===== src/rtl/bayer_pkg.sv =====
// Shared types for the 3x3 Bayer demosaic block: CFA order, site colour, pipeline latency.
package bayer_pkg;

    typedef enum logic [1:0] {
        PAT_RGGB = 2'd0,
        PAT_BGGR = 2'd1,
        PAT_GRBG = 2'd2,
        PAT_GBRG = 2'd3
    } pattern_e;

    typedef enum logic [1:0] {
        SITE_R  = 2'd0,
        SITE_GR = 2'd1,
        SITE_GB = 2'd2,
        SITE_B  = 2'd3
    } site_e;

    localparam int LATENCY = 4;

    // Every CFA order is RGGB with the column and/or row parity flipped.
    function automatic site_e site_decode(pattern_e pat, logic col_odd, logic row_odd);
        logic h;
        logic v;
        h = col_odd ^ ((pat == PAT_BGGR) || (pat == PAT_GRBG));
        v = row_odd ^ ((pat == PAT_BGGR) || (pat == PAT_GBRG));
        return site_e'({v, h});
    endfunction

endpackage


===== src/rtl/bayer_window3x3.sv =====
// 3x3 sliding window over three parallel rows with horizontal edge replication
// and the centre-column parity for site decoding.
module bayer_window3x3 #(
    parameter int DATA_WIDTH = 10,
    parameter int LINE_WIDTH = 11
) (
    input  logic                               clk,
    input  logic                               rst,
    input  logic                               de,
    input  logic [DATA_WIDTH-1:0]              data0,
    input  logic [DATA_WIDTH-1:0]              data1,
    input  logic [DATA_WIDTH-1:0]              data2,
    output logic [2:0][2:0][DATA_WIDTH-1:0]    win,
    output logic                               valid,
    output logic                               col_odd
);

    logic                  de_prev_reg;
    logic                  de_d2_reg;
    logic [LINE_WIDTH-1:0] hcount_reg;
    logic                  line_start;
    logic                  line_end;
    logic [2:0][DATA_WIDTH-1:0] row_data;

    assign row_data   = {data2, data1, data0};
    assign line_start = de & ~de_prev_reg;
    assign line_end   = ~de & de_prev_reg;

    // Centre column is two cycles behind the input; hcount tracks that column.
    always_ff @(posedge clk or posedge rst) begin
        if (rst) begin
            de_prev_reg <= 1'b0;
            de_d2_reg   <= 1'b0;
            hcount_reg  <= '0;
        end else begin
            de_prev_reg <= de;
            de_d2_reg   <= de_prev_reg;
            if (de_prev_reg) begin
                hcount_reg <= de_d2_reg ? hcount_reg + LINE_WIDTH'(1) : '0;
            end
        end
    end

    generate
        for (genvar gi = 0; gi < 3; gi++) begin : g_row
            logic [DATA_WIDTH-1:0] c0_reg;
            logic [DATA_WIDTH-1:0] c1_reg;
            logic [DATA_WIDTH-1:0] c2_reg;

            // Loading the first pixel into c1 and c2 makes it its own W neighbour
            // once it reaches the centre; holding c2 after the line does the same for E.
            always_ff @(posedge clk or posedge rst) begin
                if (rst) begin
                    c0_reg <= '0;
                    c1_reg <= '0;
                    c2_reg <= '0;
                end else if (line_start) begin
                    c1_reg <= row_data[gi];
                    c2_reg <= row_data[gi];
                end else if (de) begin
                    c0_reg <= c1_reg;
                    c1_reg <= c2_reg;
                    c2_reg <= row_data[gi];
                end else if (line_end) begin
                    c0_reg <= c1_reg;
                    c1_reg <= c2_reg;
                end
            end

            assign win[gi][0] = c0_reg;
            assign win[gi][1] = c1_reg;
            assign win[gi][2] = c2_reg;
        end
    endgenerate

    assign valid   = de_d2_reg;
    assign col_odd = hcount_reg[0];

endmodule


===== src/rtl/bayer_demosaic3x3.sv =====
// Bilinear 3x3 Bayer demosaic: window, then partial sums, then per-site selection.
module bayer_demosaic3x3
    import bayer_pkg::*;
#(
    parameter int DATA_WIDTH   = 10,
    parameter int HEIGHT_WIDTH = 10,
    parameter int LINE_WIDTH   = 11
) (
    input  logic                  clk,
    input  logic                  rst,
    input  logic                  vsync_i,
    input  logic                  de_i,
    input  logic [1:0]            pattern_i,
    input  logic [DATA_WIDTH-1:0] data0_i,
    input  logic [DATA_WIDTH-1:0] data1_i,
    input  logic [DATA_WIDTH-1:0] data2_i,
    output logic                  de_o,
    output logic [DATA_WIDTH-1:0] r_o,
    output logic [DATA_WIDTH-1:0] g_o,
    output logic [DATA_WIDTH-1:0] b_o
);

    localparam int SW = DATA_WIDTH + 2;

    logic                    frame_seen_reg;
    logic                    de_prev_reg;
    logic                    row_par_reg;
    pattern_e                pattern_reg;
    logic [HEIGHT_WIDTH-1:0] vcount_reg;
    logic                    de_acc;

    logic [2:0][2:0][DATA_WIDTH-1:0] win;
    logic                            win_valid;
    logic                            col_odd;

    // A pixel counts only inside a frame, and never in a vsync cycle.
    assign de_acc = de_i & ~vsync_i & frame_seen_reg;

    always_ff @(posedge clk or posedge rst) begin
        if (rst) begin
            frame_seen_reg <= 1'b0;
            de_prev_reg    <= 1'b0;
            row_par_reg    <= 1'b0;
            pattern_reg    <= PAT_RGGB;
            vcount_reg     <= '0;
        end else begin
            de_prev_reg <= de_acc;
            if (vsync_i) begin
                frame_seen_reg <= 1'b1;
                pattern_reg    <= pattern_e'(pattern_i);
                vcount_reg     <= '0;
            end else if (de_prev_reg && !de_acc) begin
                vcount_reg <= vcount_reg + HEIGHT_WIDTH'(1);
            end
            // vcount moves on at line end, before the last centre pixel is decoded,
            // so the row parity is captured once at line start.
            if (de_acc && !de_prev_reg) begin
                row_par_reg <= vcount_reg[0];
            end
        end
    end

    bayer_window3x3 #(
        .DATA_WIDTH (DATA_WIDTH),
        .LINE_WIDTH (LINE_WIDTH)
    ) u_window (
        .clk     (clk),
        .rst     (rst),
        .de      (de_acc),
        .data0   (data0_i),
        .data1   (data1_i),
        .data2   (data2_i),
        .win     (win),
        .valid   (win_valid),
        .col_odd (col_odd)
    );

    logic [DATA_WIDTH-1:0] px_nw, px_n, px_ne, px_w, px_c, px_e, px_sw, px_s, px_se;
    assign px_nw = win[0][0];
    assign px_n  = win[0][1];
    assign px_ne = win[0][2];
    assign px_w  = win[1][0];
    assign px_c  = win[1][1];
    assign px_e  = win[1][2];
    assign px_sw = win[2][0];
    assign px_s  = win[2][1];
    assign px_se = win[2][2];

    logic [SW-1:0] cross_sum, diag_sum, horiz_sum, vert_sum;
    assign cross_sum = SW'(px_n) + SW'(px_s) + SW'(px_e) + SW'(px_w);
    assign diag_sum  = SW'(px_nw) + SW'(px_ne) + SW'(px_sw) + SW'(px_se);
    assign horiz_sum = SW'(px_e) + SW'(px_w);
    assign vert_sum  = SW'(px_n) + SW'(px_s);

    logic                  valid1_reg;
    site_e                 site_reg;
    logic [DATA_WIDTH-1:0] centre_reg;
    logic [SW-1:0]         cross_reg, diag_reg, horiz_reg, vert_reg;

    always_ff @(posedge clk or posedge rst) begin
        if (rst) begin
            valid1_reg <= 1'b0;
            site_reg   <= SITE_R;
            centre_reg <= '0;
            cross_reg  <= '0;
            diag_reg   <= '0;
            horiz_reg  <= '0;
            vert_reg   <= '0;
        end else begin
            valid1_reg <= win_valid;
            if (win_valid) begin
                site_reg   <= site_decode(pattern_reg, col_odd, row_par_reg);
                centre_reg <= px_c;
                cross_reg  <= cross_sum;
                diag_reg   <= diag_sum;
                horiz_reg  <= horiz_sum;
                vert_reg   <= vert_sum;
            end
        end
    end

    logic [DATA_WIDTH-1:0] cross_avg, diag_avg, horiz_avg, vert_avg;
    assign cross_avg = DATA_WIDTH'(cross_reg >> 2);
    assign diag_avg  = DATA_WIDTH'(diag_reg >> 2);
    assign horiz_avg = DATA_WIDTH'(horiz_reg >> 1);
    assign vert_avg  = DATA_WIDTH'(vert_reg >> 1);

    always_ff @(posedge clk or posedge rst) begin
        if (rst) begin
            de_o <= 1'b0;
            r_o  <= '0;
            g_o  <= '0;
            b_o  <= '0;
        end else begin
            de_o <= valid1_reg;
            if (valid1_reg) begin
                unique case (site_reg)
                    SITE_R: begin
                        r_o <= centre_reg;
                        g_o <= cross_avg;
                        b_o <= diag_avg;
                    end
                    SITE_B: begin
                        r_o <= diag_avg;
                        g_o <= cross_avg;
                        b_o <= centre_reg;
                    end
                    SITE_GR: begin
                        r_o <= horiz_avg;
                        g_o <= centre_reg;
                        b_o <= vert_avg;
                    end
                    SITE_GB: begin
                        r_o <= vert_avg;
                        g_o <= centre_reg;
                        b_o <= horiz_avg;
                    end
                    default: begin
                        r_o <= centre_reg;
                        g_o <= centre_reg;
                        b_o <= centre_reg;
                    end
                endcase
            end
        end
    end

endmodule


===== config.mk =====
export PLATFORM = sky130hd
export DESIGN_NAME = bayer_demosaic3x3
export DESIGN_NICKNAME = d
export VERILOG_FILES = /design/src/rtl/bayer_pkg.sv /design/src/rtl/bayer_window3x3.sv /design/src/rtl/bayer_demosaic3x3.sv
export SDC_FILE = /design/constraint.sdc
export NUM_CORES = 1
export LEC_CHECK = 0
export BUFFER_PORTS_ARGS = -buffer_cell sky130_fd_sc_hd__buf_2
export CORE_ASPECT_RATIO = 1.25
export CORE_MARGIN = 1
export CORE_UTILIZATION = 35
export DETAILED_ROUTE_END_ITERATION = 12
export PLACE_DENSITY = 0.6
export SLEW_MARGIN = 25
export SYNTH_ARGS = -nofsm -noshare
export SYNTH_HDL_FRONTEND = slang
export SYNTH_SLANG_ARGS = --single-unit

===== constraint.sdc =====
create_clock -name clk -period 4.95 [get_ports clk]
set_input_delay 0.495 -clock clk [delete_from_list [all_inputs] [get_ports clk]]
set_output_delay 0.495 -clock clk [all_outputs]
set_load 0.05 [all_outputs]

==> metrics.cfg <==
[floorplan]
core_region_area_um2 = 27100
core.rowCount = 67
floorplan.die_area_um2 = 28500
io_pins = 67
die-width_um = 151
die_y_um = 188
floorplan.initialDensity_pct = 36.0

[logic_synthesis]
synthCells = 943
post_synth_and_or_nand_nor_area_fraction_pct = 9.83
synth.net_count = 1055
synth.mux.area_fraction_pct = 8.53
synth_most_common_cell = sky130_fd_sc_hd__dfrtp_1
flip_flop_and_latch_count_after_synthesis = 182
yosys.area.top_type_share_pct = 46.8
synth_xor_area_share_pct = 1.98
synth-adder-area-share_pct = 12.2
ys_async_sr_fraction_pct = 100
synth_seq_area_share_pct = 46.8
synth_top_flop_cell = sky130_fd_sc_hd__dfrtp_1
yosysUniqueCellTypes = 51
synth_enable_flop_cells = 0
synth_top_cells_by_area = sky130_fd_sc_hd__dfrtp_1 47%, sky130_fd_sc_hd__mux2_2 6.9%, sky130_fd_sc_hd__fa_1 6.6%
synthesized_area_fraction_occupied_by_ao_oa_aoi_and_oai_cells_pct = 16.3
synth.avg_cell_area_um2 = 10.3
syn-cell-area_um2 = 9740
synthDominantAreaCellType = sky130_fd_sc_hd__dfrtp_1
dominant_combinational_cell_family_by_area_after_synthesis = compound AO/OA/AOI/OAI gates
synth.top_cells.by_count = 182 x sky130_fd_sc_hd__dfrtp_1, 159 x sky130_fd_sc_hd__nand2_1, 72 x sky130_fd_sc_hd__o21ai_0, 66 x sky130_fd_sc_hd__a21oi_1, 63 x sky130_fd_sc_hd__inv_1
yosys_warnings = 0

[cells_and_area]
drive_above_1_share_pct = 18.5
antenna-diode-count = 0
nets = 1102
n_fill_cell = 2621
area_growth_pct = 13.0

[cts]
clock_tree_from_tritoncts = built
cts_num_sinks = 182
holdBufCountCts = 0
clk_pin_slew_ns = 0.08
tritoncts_buffer_count = 17
cts.repair.resized = 0
cts.path.max_buffers = 2
h-tree-depth = 4
clk-insertion-delay-late_ns = 0.44
cts-root-buf = sky130_fd_sc_hd__clkbuf_16
cts.repair_timing.setup_buffer_count = 0

[pwr]
ir_worst_vdd_mv = 0.186
leakage_power_summed_over_all_cells_nw = 5.34
powerDensity_nw_per_um2 = 593
total_power_mw = 6.52

[critical_path]
critPathTopFamily = adder cells
crit_type = reg -> reg
crit_path_end_kind = register
worst-path-max-fanout = 4
crit_chain = ha_1, fa_1, a211oi_1, o21bai_1, a21oi_1, xor2_1, fa_1, inv_1, ha_1, nand2_1, nor2_1, a221oi_1, mux2i_1, o311ai_0
worstSetupStartpointType = register
required_ns = 5.24
worst_r2r_startpoint = u_window.g_row[2].c1_reg[0]
crit_path_start = u_window.g_row[2].c1_reg[0]
critPathMaxStageDelay_ns = 0.47
crit_slowest_cell = sky130_fd_sc_hd__fa_1
critPathArrivalTime_ns = 4.27
path_buf_inv = 1

[global_route]
grt_overflow_total = 0
grt.total_usage_pct = 17.7
grt_first_pass_wirelength_mm = 38.5
largest_net_degree_at_the_start_of_global_routing = 148
first_global_vias = 6999
antenna_violations_before_repair = 0

[timing]
finalCriticalPeriod_ns = 3.98
clock_skew_ns = 0.0142
rsz0062_at_grt = false
final-hold-violation-count = 0
max_freq_mhz = 251
layout_worst_path_cycle_share_pct = 80.5
drv_slew = 0
worst-slew-pin-transition_ns = 0.821
finalSetupViolCount = 0
final.setup.tns_ns = 0
worst_slew_margin_rel_pct = 45.3

[placement]
globalplace.congestion = 0.860
portBuffers = 66
dpl.hpwl_mm = 16.9

[route]
route.detailed.vias_per_inst = 5.13
first_iter_violations = 504
routed_wirelength_mm = 23.4
drt-pass1-iter-count = 7
dr_total_vias = 6913
number_of_remaining_drc_errors = 0
wl_per_cell_um = 17.4
ant_nets = 0

[outcome]
outcome = completed

[min_path]
worst_hold_path_type = in -> async

[run]
max_cap_viol = 0

==> logic make-up (layout without fill, tap and decap cells) <==
family,Yosys count,in the layout
flip-flops,182,182
buffers and inverters,110,170
AO/OA/AOI/OAI,247,247
AND/OR/NAND/NOR,231,231
adder cells (fa/ha/maj),76,76
XOR/XNOR,22,22
multiplexers,75,75
==> tightest hold or removal path, delay by kind of cell <==
kind     cells  cell delay, ns
buf+inv      3            0.71
==> stage by stage <==
stage               hold WS, ns  setup WS [ns]  cells  util (%)  area [um^2]
finish                    0.267          0.966   1348      40.6        11000
global route              0.261          0.715   1348      40.6        11000
CTS                       0.254          0.970   1348      40.6        11000
detailed placement        0.450           1.01   1316      38.4        10400
global placement          0.451           1.07   1316      38.4        10400
floorplan                 0.352           1.40    943         -         9740
==> cell usage in the layout (no fill, tap or decap), drive strengths merged, types with 9 or more instances in the layout <==
cell and instances:
nor2 37, nand2 159, fa 32, o21a 9
dfrtp 182, inv 71, mux2 61, xor2 11
a21o 39, buf 73, a222oi 20, mux2i 14
clkbuf 18, a21oi 66, xnor2 11, o21ai 74
nor3 9, ha 44
==> routing by layer <==
metal,vias to the layer above,wire (um),GRT usage [%]
met5,-,0,0
met4,0,272,4.96
met3,15,815,3.05
met2,136,11400,28.7
met1,3402,11000,24.1
li1,3360,-,-
==> power breakdown <==
part	switching [mW]	internal, mW	leakage, nW
combinational	1.76	1.15	2.78
clock	0.647	0.734	0.294
sequential	0.330	1.89	2.26
total	2.74	3.78	5.34
==> final cells by class <==
class / instances / area (um^2) / area share [%]
multi-input cells: 651 / 4760 / 43.3
flip-flops and latches: 182 / 4560 / 41.5
clock buffers: 18 / 439 / 3.99
well taps: 345 / 432 / 3.93
repair buffers: 73 / 395 / 3.60
inverters: 65 / 248 / 2.25
clock inverters: 14 / 159 / 1.44
==> worst paths after layout <==
| check | cells after the start | slack (ns) | endpoint |
|---|---|---|---|
| worst max register to register | 14 | 0.97 | cross_reg[10] |
| max in group asynchronous | 4 | 3.63 | u_window.g_row[2].c2_reg[6] |
| worst min register to register | 1 | 0.46 | frame_seen_reg |
| min in group clk | 3 | 0.27 | u_window.g_row[2].c2_reg[4] |
| worst max-delay path | 14 | 0.97 | cross_reg[10] |
| worst min-delay path | 3 | 0.27 | g_o[2] |
Note: power is estimated with default switching activity, not from simulation.
